[src/rtl/pong_pkg.sv]
// pong_pkg: constants and types shared by the Pong display blocks.
//   DIM          matrix dimension (rows = columns = 8)
//   LINHA_CIMA   row that holds the top paddle
//   LINHA_BAIXO  row that holds the bottom paddle
//   estado_t     scan FSM state encoding
package pong_pkg;

  localparam int DIM = 8;

  localparam logic [2:0] LINHA_CIMA  = 3'd0;
  localparam logic [2:0] LINHA_BAIXO = 3'd7;

  typedef enum logic [1:0] {
    OCIOSO  = 2'd0,
    CAPTURA = 2'd1,
    ACENDE  = 2'd2,
    APAGA   = 2'd3
  } estado_t;

endpackage

[src/rtl/padrao_linha.sv]
// padrao_linha: combinational pattern of lit columns for one matrix row.
//   linha          row being generated
//   linha_bola     ball row
//   coluna_bola    ball column
//   posicao_cima   leftmost column of the top paddle
//   posicao_baixo  leftmost column of the bottom paddle
//   padrao         bit c = 1 when column c is lit (active-high)
module padrao_linha
  import pong_pkg::*;
#(
  parameter int LARGURA_RAQUETE = 2
) (
  input  logic [2:0] linha,
  input  logic [2:0] linha_bola,
  input  logic [2:0] coluna_bola,
  input  logic [2:0] posicao_cima,
  input  logic [2:0] posicao_baixo,
  output logic [7:0] padrao
);

  // 4-bit paddle ends: a paddle near the right edge extends past column 7
  // and is simply clipped, it never wraps to column 0.
  logic [3:0] fim_cima;
  logic [3:0] fim_baixo;

  assign fim_cima  = {1'b0, posicao_cima}  + 4'(LARGURA_RAQUETE - 1);
  assign fim_baixo = {1'b0, posicao_baixo} + 4'(LARGURA_RAQUETE - 1);

  always_comb begin
    padrao = '0;
    for (int c = 0; c < DIM; c++) begin
      if ((linha == LINHA_CIMA) && (4'(c) >= {1'b0, posicao_cima}) && (4'(c) <= fim_cima))
        padrao[c] = 1'b1;
      if ((linha == LINHA_BAIXO) && (4'(c) >= {1'b0, posicao_baixo}) && (4'(c) <= fim_baixo))
        padrao[c] = 1'b1;
      if ((linha == linha_bola) && (3'(c) == coluna_bola))
        padrao[c] = 1'b1;
    end
  end

endmodule

[src/rtl/driver_matriz_led.sv]
// driver_matriz_led: row-multiplexed scan of the 8x8 Pong LED matrix.
//   clock, reset   free-running board clock, async active-high reset
//   habilita       1 = scan, 0 = matrix dark
//   piscar         blink the picture (end of game)
//   linha_bola, coluna_bola, posicao_cima, posicao_baixo  game display state
//   linhas         one-hot row select, active-high
//   colunas_n      column sinks, active-low
//   fim_quadro     one-cycle pulse at the end of each frame
//   db_linha       row currently being scanned
//
// state   | meaning
// OCIOSO  | matrix dark, waiting for habilita
// CAPTURA | one cycle: latch display inputs, advance blink phase
// ACENDE  | current row lit for CICLOS_POR_LINHA cycles
// APAGA   | all dark for CICLOS_APAGADO cycles, then next row / next frame
module driver_matriz_led
  import pong_pkg::*;
#(
  parameter int CICLOS_POR_LINHA = 1000,
  parameter int CICLOS_APAGADO   = 50,
  parameter int LARGURA_RAQUETE  = 2,
  parameter int QUADROS_PISCA    = 30
) (
  input  logic       clock,
  input  logic       reset,
  input  logic       habilita,
  input  logic       piscar,
  input  logic [2:0] linha_bola,
  input  logic [2:0] coluna_bola,
  input  logic [2:0] posicao_cima,
  input  logic [2:0] posicao_baixo,
  output logic [7:0] linhas,
  output logic [7:0] colunas_n,
  output logic       fim_quadro,
  output logic [2:0] db_linha
);

  localparam int MAX_CICLOS = (CICLOS_POR_LINHA > CICLOS_APAGADO) ? CICLOS_POR_LINHA : CICLOS_APAGADO;
  localparam int LC = (MAX_CICLOS > 1) ? $clog2(MAX_CICLOS) : 1;
  localparam int LQ = $clog2(QUADROS_PISCA + 1);

  estado_t       estado, estado_prox;
  logic [2:0]    linha, linha_prox, linha_seg, linha_padrao;
  logic [LC-1:0] cont, cont_prox;
  logic [LQ-1:0] cont_q, cont_q_prox;
  logic          fase_apagada, fase_prox;
  logic [2:0]    sh_lb, sh_cb, sh_pc, sh_pb;
  logic [2:0]    sh_lb_prox, sh_cb_prox, sh_pc_prox, sh_pb_prox;
  logic          sh_piscar, sh_piscar_prox;
  logic [2:0]    src_lb, src_cb, src_pc, src_pb;
  logic [7:0]    padrao;
  logic [7:0]    linhas_prox, colunas_prox;
  logic          fim_prox;

  // Outputs are registered from next-state values, so the pattern for the
  // row about to light is built one cycle early. Leaving CAPTURA, the
  // shadows are still being loaded, hence the live inputs are used then.
  assign linha_seg    = linha + 3'd1;
  assign linha_padrao = (estado == APAGA) ? linha_seg : LINHA_CIMA;
  assign src_lb = (estado == CAPTURA) ? linha_bola    : sh_lb;
  assign src_cb = (estado == CAPTURA) ? coluna_bola   : sh_cb;
  assign src_pc = (estado == CAPTURA) ? posicao_cima  : sh_pc;
  assign src_pb = (estado == CAPTURA) ? posicao_baixo : sh_pb;

  padrao_linha #(
    .LARGURA_RAQUETE(LARGURA_RAQUETE)
  ) u_padrao (
    .linha        (linha_padrao),
    .linha_bola   (src_lb),
    .coluna_bola  (src_cb),
    .posicao_cima (src_pc),
    .posicao_baixo(src_pb),
    .padrao       (padrao)
  );

  always_comb begin
    estado_prox    = estado;
    linha_prox     = linha;
    cont_prox      = cont;
    cont_q_prox    = cont_q;
    fase_prox      = fase_apagada;
    sh_lb_prox     = sh_lb;
    sh_cb_prox     = sh_cb;
    sh_pc_prox     = sh_pc;
    sh_pb_prox     = sh_pb;
    sh_piscar_prox = sh_piscar;
    linhas_prox    = '0;
    colunas_prox   = 8'hFF;
    fim_prox       = 1'b0;

    if (!habilita) begin
      estado_prox = OCIOSO;
      linha_prox  = '0;
      cont_prox   = '0;
      cont_q_prox = '0;
      fase_prox   = 1'b0;
    end else begin
      case (estado)
        OCIOSO: begin
          estado_prox = CAPTURA;
          linha_prox  = '0;
        end
        CAPTURA: begin
          sh_lb_prox     = linha_bola;
          sh_cb_prox     = coluna_bola;
          sh_pc_prox     = posicao_cima;
          sh_pb_prox     = posicao_baixo;
          sh_piscar_prox = piscar;
          // cont_q = 0 only while not blinking, so the first blinking
          // frame always starts an on-phase.
          if (!piscar) begin
            cont_q_prox = '0;
            fase_prox   = 1'b0;
          end else if (cont_q == '0) begin
            cont_q_prox = LQ'(1);
            fase_prox   = 1'b0;
          end else if (cont_q == LQ'(QUADROS_PISCA)) begin
            cont_q_prox = LQ'(1);
            fase_prox   = ~fase_apagada;
          end else begin
            cont_q_prox = cont_q + LQ'(1);
          end
          estado_prox  = ACENDE;
          linha_prox   = '0;
          cont_prox    = LC'(CICLOS_POR_LINHA - 1);
          linhas_prox  = 8'h01;
          colunas_prox = (piscar && fase_prox) ? 8'hFF : ~padrao;
        end
        ACENDE: begin
          if (cont == '0) begin
            estado_prox = APAGA;
            cont_prox   = LC'(CICLOS_APAGADO - 1);
          end else begin
            cont_prox    = cont - LC'(1);
            linhas_prox  = linhas;
            colunas_prox = colunas_n;
          end
        end
        APAGA: begin
          if (cont == '0) begin
            if (linha == LINHA_BAIXO) begin
              estado_prox = CAPTURA;
              linha_prox  = '0;
              fim_prox    = 1'b1;
            end else begin
              estado_prox  = ACENDE;
              linha_prox   = linha_seg;
              cont_prox    = LC'(CICLOS_POR_LINHA - 1);
              linhas_prox  = 8'h01 << linha_seg;
              colunas_prox = (sh_piscar && fase_apagada) ? 8'hFF : ~padrao;
            end
          end else begin
            cont_prox = cont - LC'(1);
          end
        end
        default: estado_prox = OCIOSO;
      endcase
    end
  end

  always_ff @(posedge clock or posedge reset) begin
    if (reset) begin
      estado       <= OCIOSO;
      linha        <= '0;
      cont         <= '0;
      cont_q       <= '0;
      fase_apagada <= 1'b0;
      sh_lb        <= '0;
      sh_cb        <= '0;
      sh_pc        <= '0;
      sh_pb        <= '0;
      sh_piscar    <= 1'b0;
      linhas       <= '0;
      colunas_n    <= 8'hFF;
      fim_quadro   <= 1'b0;
    end else begin
      estado       <= estado_prox;
      linha        <= linha_prox;
      cont         <= cont_prox;
      cont_q       <= cont_q_prox;
      fase_apagada <= fase_prox;
      sh_lb        <= sh_lb_prox;
      sh_cb        <= sh_cb_prox;
      sh_pc        <= sh_pc_prox;
      sh_pb        <= sh_pb_prox;
      sh_piscar    <= sh_piscar_prox;
      linhas       <= linhas_prox;
      colunas_n    <= colunas_prox;
      fim_quadro   <= fim_prox;
    end
  end

  assign db_linha = linha;

endmodule

[config.mk]
export PLATFORM = sky130hd
export DESIGN_NAME = driver_matriz_led
export DESIGN_NICKNAME = d
export VERILOG_FILES = /design/src/rtl/pong_pkg.sv /design/src/rtl/padrao_linha.sv /design/src/rtl/driver_matriz_led.sv
export SDC_FILE = /design/constraint.sdc
export NUM_CORES = 1
export LEC_CHECK = 0
export CAP_MARGIN = 20
export CORE_AREA = 8 8 108 110
export CTS_BUF_LIST = sky130_fd_sc_hd__clkbuf_4 sky130_fd_sc_hd__clkbuf_8 sky130_fd_sc_hd__clkbuf_16
export CTS_CLUSTER_DIAMETER = 60
export DETAILED_ROUTE_END_ITERATION = 10
export DIE_AREA = 0 0 116 118
export SYNTH_ARGS = -nofsm -noshare
export SYNTH_HDL_FRONTEND = slang
export SYNTH_SLANG_ARGS = --single-unit
[constraint.sdc]
create_clock -name clock -period 5.1 [get_ports clock]
set_clock_uncertainty 0.15 [all_clocks]
set_input_delay 1.02 -clock clock [delete_from_list [all_inputs] [get_ports clock]]
set_output_delay 1.02 -clock clock [all_outputs]
set_load 0.02 [all_outputs]
Yosys cells after proc, flatten, opt, wreduce, memory -nomap -nowiden
Cells that the tools add are included.

operators by class
  $add $sub $neg = 5
  magnitude comparators = 30
  equal/unequal tests = 20
  shift-type cells = 1
  muxes and demuxes = 71
  bitwise logic cells = 2
  reduce and logical (&&, ||, !) cells = 50

operator list
  kind                     count
  $mux W8                  10
  $pmux W8 S3              2
  $logic_and A1 B1 Y1      40
  $mux W10                 4
  $mux W1                  35
  $le A3 B4 Y1 const A     8
  $pmux W10 S3             1
  $mux W5                  5
  $mux W3                  8
  $ge A3 B3 Y1 const A     6
  $le A1 B4 Y1 const A     4
  $le A2 B4 Y1 const A     4
  $eq A3 B3 Y1 const A     4
  $ge A1 B3 Y1 const A     4
  $ge A2 B3 Y1 const A     4
  $logic_not A10 Y1        1
  $sub A10 B1 Y10 const B  1
  $add A3 B1 Y4 const B    2
  $mux W2                  4
  $not A8 Y8               1
  $pmux W2 S4              1
  $reduce_and A2 Y1        4
  $shl A1 B3 Y8 const A    1
  $eq A2 B3 Y1 const A     2
  19 further kinds         23

storage, ports and cells
  bits in registers = 51
  input bits = 16
  output and inout port bits = 20
  logic and storage cells = 192

Logic depth before layout (Yosys ltp)
  word-level depth = 14
  depth in mapped cells = 11
  mapped depth without buffers = 10

Hierarchy
From an unflattened synthesis, not the netlist that was laid out.

unflattened totals
  cells, all modules = 372
  area, all modules = 3585.9 µm²

by module, submodules not included
  module             instances  cells an instance  area an instance (µm²)  seq. area each (µm²)
  driver_matriz_led  1          290                3025.4                  1286.2
  padrao_linha       1          82                 560.5                   0.0

Least setup slack after synthesis
Ideal clock, no wire load.

  kind = input-to-reg
  start point = input port posicao_cima[0]
  end point = register colunas_n[6]
  library setup time = 0.098 ns
  arrival time = 2.645 ns
  required time = 4.852 ns
  setup slack = 2.207 ns
  cell stages on the path = 8
  buffers on the path = 0
  cells stage by stage = mux2i_1 inv_1 ha_1 or3b_2 a32oi_1 a22oi_1 a211oi_1 a211oi_1

between the ends
  longest elaborated chain between the ends = 13
  elaborated cells on any way between the ends = 16
  those cells by class = add/sub: 1; order compare: 2; mux: 10; bitwise: 1; reduce/logical: 2

ends and longest elaborated chain
  element                                              line                                                text
  start: declaration                                   driver_matriz_led.sv:30                             input logic [2:0] posicao_cima,
  $mux W3 (*)                                          n/a
  $add A3 B1 Y4 or $ge A3 B3 Y1 (tied branches)        padrao_linha.sv:26, padrao_linha.sv:32
  $le A3 B4 Y1 or $logic_and A1 B1 Y1 (tied branches)  padrao_linha.sv:32                                  if ((linha == LINHA_CIMA) && (4'(c) >= {1'b0, posicao_cima}) && (4'(c) <= fim_cima))
  $logic_and A1 B1 Y1 (*)                              padrao_linha.sv:32
  $mux W1 (*)                                          padrao_linha.sv:32
  $mux W1 (*)                                          padrao_linha.sv:34                                  if ((linha == LINHA_BAIXO) && (4'(c) >= {1'b0, posicao_baixo}) && (4'(c) <= fim_baixo))
  $mux W1 (*)                                          padrao_linha.sv:36                                  if ((linha == linha_bola) && (3'(c) == coluna_bola))
  $not A8 Y8 (*)                                       driver_matriz_led.sv:127, driver_matriz_led.sv:150
  $mux W8                                              driver_matriz_led.sv:150                            colunas_prox = (sh_piscar && fase_apagada) ? 8'hFF : ~padrao;
  $mux W8                                              driver_matriz_led.sv:141                            if (linha == LINHA_BAIXO) begin
  $mux W8                                              driver_matriz_led.sv:140                            if (cont == '0) begin
  $pmux W8 S3 (*)                                      driver_matriz_led.sv:98                             case (estado)
  $mux W8 (*)                                          driver_matriz_led.sv:91                             if (!habilita) begin
  end signal: assignment                               driver_matriz_led.sv:188                            colunas_n <= colunas_prox;
  end: declaration                                     driver_matriz_led.sv:33                             output logic [7:0] colunas_n,

Mark *: on every way between the ends. The rest lies on a longest branch, timed or not.
A chain may end at the register's enable or synchronous reset.

Worst setup path after layout
  start point = register estado[1]
  end point = register colunas_n[1]

between the ends
  longest elaborated chain between the ends = 14
  elaborated cells on any way between the ends = 34
  those cells by class = add/sub: 2; order compare: 4; eq/ne: 7; mux: 14; bitwise: 1; reduce/logical: 6

ends and longest elaborated chain
  element                                              line                                                text
  start: declaration                                   driver_matriz_led.sv:42                             estado_t estado, estado_prox;
  start signal: assignment                             driver_matriz_led.sv:177                            estado <= estado_prox;
  $eq A2 B1 Y1 or $eq A2 B2 Y1 (tied branches)         n/a
  $mux W3, on equally long branches                    n/a
  $add A3 B1 Y4 (tied with other cells)                padrao_linha.sv:26                                  assign fim_cima = {1'b0, posicao_cima} + 4'(LARGURA_RAQUETE - 1);
  $le A1 B4 Y1 or $logic_and A1 B1 Y1 (tied branches)  padrao_linha.sv:32
  $logic_and A1 B1 Y1                                  padrao_linha.sv:32
  $mux W1                                              padrao_linha.sv:32
  $mux W1                                              padrao_linha.sv:34
  $mux W1                                              padrao_linha.sv:36
  $not A8 Y8                                           driver_matriz_led.sv:127, driver_matriz_led.sv:150
  $mux W8                                              driver_matriz_led.sv:150
  $mux W8                                              driver_matriz_led.sv:141
  $mux W8                                              driver_matriz_led.sv:140
  $pmux W8 S3                                          driver_matriz_led.sv:98
  $mux W8                                              driver_matriz_led.sv:91

Parallel ways exist; a longest one is shown, timed or not.

==> results.md <==
* Hold path start: linhas[4]
* DR WL/cell at 16.2 um
* Synthesized area per cell at 9.74 um^2
* FF-to-FF setup slack at 1.79 ns
* Syn Inst Count at 350
* Mapped Area at 0.00341 mm^2
* CP startpoint kind: flip-flop
* Antenna violation net count after detailed routing at 0
* # H-tree levels at 2
* Logic pwr share at 0.561
* P per Cell Area at 497 mW/mm^2
* Final GP Congestion at 0.867
* Req. time, crit path at 5.18 ns
* Least-Margin Pin Slew at 0.989 ns
* Clock Path Buffers at 2
* FF-to-FF End: colunas_n[1]
* Fin. Hold Viols at 0
* Final setup violation count at 0
* Hold path cells at 2
* Crit Path Max Fanout at 24
* Top Usage Layer GRT: met2
* Pre-CTS setup slack at 1.54 ns
* Nets at 422
* Tcrit/Tclk final at 0.649
* Outcome: finished clean
* R2R Path Start: estado[1]
* Count of input and output buffers at 35
* Hold endpoint: linhas[4]
* Post-synth ARST share at 1.00
* Pint at 0.00109 W
* Share of total power in sequential cells at 0.311
* Routed WL at 8.43 mm
* Yosys warns at 0
* Post-synthesis sequential area ratio at 0.377
* GRT Resource Usage Total at 0.124
* DIE WIDTH at 116 um
* RSZ-0062 raised after global routing: no
* Max-slew violations at 0
* Via/cell ratio at 5.45
* Largest net degree at the start of global routing at 52
* Die area at 0.0137 mm^2
* Layout cells sized above 1 at 0.128
* Syn-to-layout area delta at 17.6%
* Sink Count at 51
* Worst Setup Slack, final at 1.79 ns
* Crit end category: flip-flop
* Core Region at 0.0100 mm^2
* Fin crit period at 3.31 ns
* Drt pass-1 iters at 5
* Worst reg-to-reg path cell count at 10
* Cts bufs inserted at 5
* GRT Residual Overflow at 0
* Antenna diode count at 0
* Die Y at 118 um
* Kind of critical path: flip-flop to flip-flop
* Antenna violations before repair at 0
* Slew margin rel. at 0.332
* Hold buffers post-CTS at 0
* Top-Level Pins at 36
* HP Class: flip-flop to flip-flop
* Met2 usage in global routing at 0.197
* Unique masters post-synth at 61
* DRT iter0 DRCs at 226
* Clock Power Share at 0.128
* Detailed placer's ending HPWL at 6.13 mm
* Met3 Resource Use GR at 0.0251
* DRC at 0
* Peak supply drop at 0.175 mV
* Max Fclk at 302 MHz
* First-pass GRT wire length at 14.0 mm
* Seq cells post-synth at 51
* Post CTS Setup Buffer Count at 0
* Post-cts sizing count at 0
* EDFF count, synth at 0
* Static Leak at 1.59 nW
* Clock slew at reported path FFs at 0.10 ns
* Fin Setup TNS at 0 ns
* Commonest register cell after synthesis: dfrtp_1
* GR Util met1 at 0.163
* Row count at 37
* CTS Root Buffer Type: clkbuf_8
* CTS tree: built
* Number of global-route vias before repair at 2742
* WP data arrival at 3.39 ns
* Clk_lat worst skew at 0.31 ns
* Vias at 2832
* Syn nets at 389
* Core Util, Final at 0.401
* Sw Share at 0.453
* Initial Utilization at 0.341
* Sw power at 0.000903 W
* Max Cap Viol at 0
routing by layer:
metal | share of wire | up-vias | wire, um
met5 | 0 | - | 0
li1 | - | 1375 | -
met3 | 0.041 | 11 | 349
met2 | 0.46 | 56 | 3900
met1 | 0.48 | 1390 | 4030
met4 | 0.018 | 0 | 150
cell families (layout without fill, tap and decap cells):
logic type | count (synthesis) | after routing | share of synthesized area
muxes | 26 | 26 | 0.0826
and+or+nand+nor | 114 | 114 | 0.188
xor gates and xnor gates | 3 | 3 | 0.00771
DFF | 51 | 51 | 0.377
adders and majority gates | 23 | 23 | 0.0844
buffers and inverters | 31 | 65 | 0.0371
AOI/OAI and AO/OA | 102 | 102 | 0.223
registers in the layout (all words and copies together), names as in the netlist, 2 cells and up:
signal	count
colunas_n	8
cont	10
estado	2
db_linha	3
sh_cb	3
linhas	8
sh_lb	3
sh_pb	3
sh_pc	3
cont_q	5
cell type report:
class	instances	area [um^2]
inverters	19	71.3
flip-flops and latches	51	1290
repair buffers	38	385
fillers	1025	5990
clock inverters	2	16.3
clock buffers	6	82.6
multi-input cells	268	2000
well taps	136	170
synth_stat cells, types with 4 or more instances:
library cell	count	area, um^2
ha_1	23	288
nand3_1	11	55.1
nor3_1	6	30.0
and2_1	8	50.1
clkbuf_1	5	18.8
a22oi_1	7	52.6
inv_1	19	71.3
dfrtp_1	43	1080
mux2_2	17	191
a211oi_1	4	30.0
o32ai_1	10	87.6
nand2_1	26	97.6
mux2i_1	9	90.1
or3_1	5	31.3
a21boi_0	5	37.5
a21oi_1	14	70.1
nor2b_1	9	56.3
and3_1	7	43.8
nor2_1	19	71.3
o21ai_0	22	110
buf_2	5	25.0
dfstp_2	8	210
a31oi_1	5	31.3
stage by stage:
stage | cell area, um^2 | hold WS (ns) | cells | total power [W]
2_1_floorplan | 3410 | 0.319 | 350 | 0.00146
3_3_place_gp | 3890 | 0.317 | 511 | 0.00172
3_5_place_dp | 3890 | 0.322 | 511 | 0.00173
4_1_cts | 3990 | 0.346 | 519 | 0.00200
5_1_grt | 4010 | 0.370 | 520 | 0.00216
6_report | 4010 | 0.337 | 520 | 0.00199
power by group through the flow:
stage / combinational [W] / clock (W) / sequential, W
2_1_floorplan: 0.000838 / 0 / 0.000624
3_3_place_gp: 0.00110 / 0 / 0.000621
3_5_place_dp: 0.00111 / 0 / 0.000624
4_1_cts: 0.00111 / 0.000264 / 0.000618
5_1_grt: 0.00124 / 0.000280 / 0.000637
6_report: 0.00112 / 0.000256 / 0.000620
layout by cell type (no fill, tap or decap), types with 8 or more instances in the layout:
master	netlist	routed
dfrtp_1	43	43
clkdlybuf4s50_1	0	35
nand2_1	26	26
ha_1	23	23
o21ai_0	22	22
nor2_1	19	19
inv_1	19	18
mux2_2	17	17
a21oi_1	14	14
nand3_1	11	11
o32ai_1	10	10
nor2b_1	9	9
mux2i_1	9	9
and2_1	8	8
dfstp_2	8	8
worst max path at each step:
stage	from	cells past startpoint	end	slack [ns]
2_1_floorplan	posicao_cima[0]	8	colunas_n[6]	2.21
5_1_grt	estado[1]	11	colunas_n[6]	1.49
3_3_place_gp	posicao_cima[0]	9	colunas_n[6]	1.61
6_report	estado[1]	10	colunas_n[1]	1.79
3_5_place_dp	posicao_cima[0]	9	colunas_n[6]	1.54
4_1_cts	estado[1]	11	colunas_n[6]	1.81
critical path, stage by stage (launching register included):
cell and delay [ns]:
dfrtp_1 0.45, inv_1 0.15, ha_1 0.43, buf_4 0.38, mux2i_1 0.41, inv_1 0.11
ha_1 0.25, or3_1 0.38, a32oi_1 0.25, o32ai_1 0.11, a31oi_1 0.16
No activity file was read; power rests on OpenSTA's default activity.
